File: config.mk
export PLATFORM = sky130hd
export DESIGN_NAME = ready_skid_flat
export DESIGN_NICKNAME = d
export VERILOG_FILES = /design/src/rtl/dti.sv /design/src/rtl/ready_skid.sv /design/src/flat_wrapper.sv
export SDC_FILE = /design/constraint.sdc
export NUM_CORES = 1
export LEC_CHECK = 0
export CAP_MARGIN = 5
export CORE_MARGIN = 2
export CORE_UTILIZATION = 45
export DETAILED_ROUTE_END_ITERATION = 8
export HOLD_SLACK_MARGIN = 0.08
export PLACE_DENSITY_LB_ADDON = 0.08
export SLEW_MARGIN = 10
export SYNTH_ARGS = -nofsm -noshare
export SYNTH_HDL_FRONTEND = slang
export SYNTH_SLANG_ARGS = --single-unit
File: constraint.sdc
create_clock -name clk -period 2.4 [get_ports clk]
set_clock_uncertainty 0.15 [all_clocks]
set_input_delay 0.48 -clock clk [delete_from_list [all_inputs] [get_ports clk]]
set_output_delay 0.48 -clock clk [all_outputs]
set_load 0.01 [all_outputs]
File: src/rtl/dti.sv
// Valid/ready streaming handshake: producer drives data and valid, consumer drives ready.
interface dti #(
  parameter int W = 16
);
  logic [W-1:0] data;
  logic         valid;
  logic         ready;

  modport producer (output data, output valid, input ready);
  modport consumer (input data, input valid, output ready);
endinterface

File: src/rtl/ready_skid.sv
// Ready-path register slice: data bypasses combinationally while the skid store is empty,
// and din.ready comes straight from a flop so the backward handshake path is cut.
module ready_skid #(
  parameter int DEPTH = 2,
  parameter int DIN   = 16
) (
  input logic  clk,
  input logic  rst,
  dti.consumer din,
  dti.producer dout
);

  localparam int PW = (DEPTH > 1) ? $clog2(DEPTH) : 1;
  localparam int CW = $clog2(DEPTH + 1);

  logic [DIN-1:0] mem_q [DEPTH];
  logic [PW-1:0]  w_ptr_q, w_ptr_d;
  logic [PW-1:0]  r_ptr_q, r_ptr_d;
  logic [CW-1:0]  cnt_q, cnt_d;
  logic           rdy_q, rdy_d;

  logic empty, in_xfer, bypass, wr, rd;

  always_comb begin
    // NOTE: every always_comb output gets a default first so no path can infer a latch.
    w_ptr_d = w_ptr_q;
    r_ptr_d = r_ptr_q;

    empty   = (cnt_q == '0);
    in_xfer = din.valid & rdy_q;
    bypass  = empty & in_xfer & dout.ready;
    wr      = in_xfer & ~bypass;
    rd      = ~empty & dout.ready;

    // Pointers wrap by explicit compare so non-power-of-two depths work.
    if (wr) w_ptr_d = (w_ptr_q == PW'(DEPTH - 1)) ? '0 : w_ptr_q + 1'b1;
    if (rd) r_ptr_d = (r_ptr_q == PW'(DEPTH - 1)) ? '0 : r_ptr_q + 1'b1;

    cnt_d = cnt_q + CW'(wr) - CW'(rd);
    // Looking at next-cycle occupancy guarantees a free slot whenever ready is high.
    rdy_d = (cnt_d < CW'(DEPTH));
  end

  // NOTE: state updates use non-blocking assignments so every flop samples pre-edge values.
  always_ff @(posedge clk or negedge rst) begin
    if (!rst) begin
      w_ptr_q <= '0;
      r_ptr_q <= '0;
      cnt_q   <= '0;
      rdy_q   <= 1'b0;
    end else begin
      w_ptr_q <= w_ptr_d;
      r_ptr_q <= r_ptr_d;
      cnt_q   <= cnt_d;
      rdy_q   <= rdy_d;
    end
  end

  // NOTE: storage is deliberately left unreset; cnt gates every read, so stale contents are never visible.
  always_ff @(posedge clk) begin
    if (wr) mem_q[w_ptr_q] <= din.data;
  end

  assign dout.valid = ~empty | in_xfer;
  assign dout.data  = empty ? din.data : mem_q[r_ptr_q];
  assign din.ready  = rdy_q;

endmodule

File: src/flat_wrapper.sv
// flat-port wrapper written by rule: the top's interface ports become plain ports
module ready_skid_flat 
#(
  parameter int DEPTH = 2,
  parameter int DIN   = 16
)
  (clk, rst, din_data, din_valid, din_ready, dout_data, dout_valid, dout_ready);
  dti #(.W((16))) din_i ();
  dti #(.W((16))) dout_i ();
  input logic clk;
  input logic rst;
  input wire logic [$bits(din_i.data)-1:0] din_data;
  input wire logic [$bits(din_i.valid)-1:0] din_valid;
  output wire logic [$bits(din_i.ready)-1:0] din_ready;
  output wire logic [$bits(dout_i.data)-1:0] dout_data;
  output wire logic [$bits(dout_i.valid)-1:0] dout_valid;
  input wire logic [$bits(dout_i.ready)-1:0] dout_ready;
  assign din_i.data = din_data;
  assign din_i.valid = din_valid;
  assign din_ready = din_i.ready;
  assign dout_data = dout_i.data;
  assign dout_valid = dout_i.valid;
  assign dout_i.ready = dout_ready;
  ready_skid #(.DEPTH(DEPTH), .DIN(DIN)) u_core (.clk(clk), .rst(rst), .din(din_i), .dout(dout_i));
endmodule
==> flow_summary_export.csv <==
group,metric,value,unit
drt,drcViolationCount,0,
timing,slew_headroom,0.7994,
floorplanning,die_area,3957,um^2
drt,wire_per_inst,12.99,um
pwr,switchingPower,0.0008219,W
yosys,synth_seq_cells,37,
timing,worstMarginPinSlew,0.2987,ns
clocking,cts_tree,"done",
final_layout,layout_common_cells,"edfxtp_1 (32), clkdlybuf4s50_1 (20), nand2_1 (18)",
drt,drt-total-wl,2662,um
clocking,cts_buffers,5,
pwr,power_density,1130,nW/um^2
placement,portBuffers,37,
worst_setup_path,worst_setup_path_start_kind,"flop",
clocking,path_clk_slew,0.10,ns
floorplanning,ios,38,
yosys,syn_area,1561,um^2
pwr,max-vdd-ir-drop,0.8126,mV
final_layout,antennaDiodeCount,0,
run,maxCapViolCount,0,
timing,rsz0062_at_grt,"no",
worst_setup_path,worstPathArrival,1.50,ns
drt,vias_per_cell,4.707,
worst_setup_path,crit_type,"flop to output pin",
global_route,antenna_found_initial,0,
floorplanning,start_util,0.4679,
pwr,leakage,0.8353,nW
worst_setup_path,worstReg2RegStart,"u_core.cnt_q[1]$_DFF_PN0_",
worst_setup_path,slowest_delay,0.37,ns
timing,fmax,0.4688,GHz
yosys,avgSynthCellArea,14.59,um^2
pwr,p_int,0.001557,W
yosys,yosysWarnings,0,
timing,hold_viol_final,0,
clocking,cts_hold_buffers,0,
clocking,root_buffer,"clkbuf_4",
global_route,grt_pass1_wl,4560,um
timing,setup_slack,0.2671,ns
clocking,cts_sinks,37,
global_route,track_usage,0.1555,
timing,fin_tns_setup,0,ns
global_route,grt-ovfl-total,0,
min_path,min_path_type,"input pin to asynchronous set/reset pin",
global_route,grt_max_degree,22,
worst_setup_path,critPathRequiredTime,1.77,ns
pwr,power.share.sequential,0.388,
timing,fin_crit_sh,0.8887,
clocking,htreeDepth,2,
worst_setup_path,critPathTopFamily,"buffers and inverters",
floorplanning,floorplan.rows,21,
drt,drt_iter0_markers,21,
drt,first_pass_iters,4,
worst_setup_path,cp_max_fo,9,
worst_setup_path,critPathSlowestCell,"dfrtp_1",
timing,setup_viol,0,
timing,maxSlewViolCount,0,
yosys,synthesis.nets,128,
final_layout,finalCoreUtilization,0.6307,
final_layout,layout_commonest_cell,"edfxtp_1",
worst_setup_path,path_buf_inv,2,
floorplanning,fp.dieW,62.91,um
placement,dpl.hpwl,1918,um
pwr,switching_share,0.3455,
placement,routabilityCongestion,0.6975,
worst_setup_path,cp-end-kind,"output pin",
worst_setup_path,crit_chain,"buf_4 > mux2i_1 > o21ai_0 > dlygate4sd2_1",
timing,period_minus_slack,2.133,ns
clocking,clk_latency,0.33,ns
yosys,yosysUniqueCellTypes,20,
status,status,"finished, final reports clean",
final_layout,fin_nets,179,
drt,vias,965,
yosys,synth_cells,107,
pwr,clkPwrFrac,0.126,
floorplanning,core,3337,um^2
final_layout,areaGrowthSynthToFinish,34.78,%
final_layout,drive_gt1_frac,0.1384,
yosys,ys_seq_area_frac,0.6955,
pwr,combPwrFrac,0.487,
floorplanning,chipHeight,62.91,um
worst_setup_path,crit_path_start,"u_core.r_ptr_q$_DFFE_PN0P_",
global_route,grt_pass1_vias,971,
clocking,clk_path_buf_depth,2,
placement,dp_slack,0.08242,ns
drt,ant_nets,0,
Yosys cell counts:
master,instances,area share
buf_6,1,0.0072
xnor2_1,3,0.017
a211oi_4,1,0.013
buf_2,2,0.0064
and2_1,2,0.0080
mux2i_1,16,0.10
nor2_4,1,0.0072
xor2_1,3,0.017
dfrtp_1,5,0.080
or2_1,1,0.0040
buf_4,1,0.0048
nand2_1,18,0.043
nor2b_1,1,0.0040
edfxtp_1,32,0.62
a21oi_2,1,0.0056
ha_1,1,0.0080
o21ai_0,14,0.045
inv_1,1,0.0024
clkbuf_2,1,0.0032
o21ai_1,2,0.0064
path summary, 6_finish.rpt:
kind | to | slack [ns] | cells after the start
min in group clk | u_core.w_ptr_q$_DFFE_PN0P_ | 0.37 | 1
worst min-delay path | u_core.din.ready$_DFF_PN0_ | 0.22 | 1
worst min register to register | u_core.w_ptr_q$_DFFE_PN0P_ | 0.37 | 1
worst max-delay path | dout_data[7] | 0.27 | 4
worst max register to register | u_core.din.ready$_DFF_PN0_ | 0.47 | 6
max in group asynchronous | u_core.w_ptr_q$_DFFE_PN0P_ | 1.68 | 1
power by group through the flow:
| stage | logic (W) | registers, W | clock network (W) |
|---|---|---|---|
| CTS | 0.00118 | 0.000924 | 0.000310 |
| detailed placement | 0.00126 | 0.000941 | 0 |
| floorplan | 0.000671 | 0.000930 | 0 |
| global route | 0.00127 | 0.000939 | 0.000340 |
| finish | 0.00116 | 0.000922 | 0.000299 |
| global placement | 0.00124 | 0.000932 | 0 |
per-stage QoR:
| step | hold slack, ns | power [W] | instances | area, um^2 |
|---|---|---|---|---|
| after floorplan | 0.03441 | 0.001601 | 107 | 1562 |
| after global placement | 0.3382 | 0.002174 | 196 | 2041 |
| after detailed placement | 0.3499 | 0.002196 | 196 | 2041 |
| after CTS | 0.2100 | 0.002416 | 205 | 2090 |
| after global routing | 0.1876 | 0.002550 | 205 | 2105 |
| final | 0.2163 | 0.002379 | 205 | 2105 |
registers in the layout, indices dropped and copies added, names as in the netlist:
register,flops
u_core.cnt_q,2
u_core.din.ready,1
u_core.mem_q,32
u_core.r_ptr_q,1
u_core.w_ptr_q,1
what timing repair did:
| item | 4_1_cts | 5_1_grt |
|---|---|---|
| cloned | 0 | 0 |
| endpoints found under the setup margin | 16 | 4 |
| gates resized for setup | 15 | 5 |
| endpoints found under the hold margin | 0 | 0 |
| buffers inserted | 1 | 0 |
cells by family (layout without fill, tap and decap cells):
group,count (synthesis),after routing,share of synthesized area
adder cells (fa/ha/maj),1,1,0.008012
flip-flops,37,37,0.6955
multiplexers,16,16,0.1026
buffers and inverters,6,58,0.02403
AO/OA/AOI/OAI,18,18,0.06972
AND/OR/NAND/NOR,23,23,0.06651
XOR/XNOR,6,6,0.03366
cell type report:
| class | count | area (um^2) |
|---|---|---|
| fill | 282 | 1232 |
| tap | 46 | 57.56 |
| inverter | 1 | 3.754 |
| sequential | 37 | 1086 |
| timing repair buffer | 49 | 466.7 |
| clock buffer | 5 | 37.54 |
| clock inverter | 3 | 12.51 |
| multi-input combinational | 64 | 440.4 |
layer usage:
layer / global-route usage / vias to the layer above / routed length, um / share of wire
met1: 0.1823 / 441 / 1130 / 0.42
met3: 0.04505 / 7 / 155 / 0.058
met4: 0.09167 / 0 / 57 / 0.021
li1: - / 491 / - / -
met5: 0 / - / 0 / 0
met2: 0.2527 / 26 / 1318 / 0.50
Power figures use the tool's default switching activity.
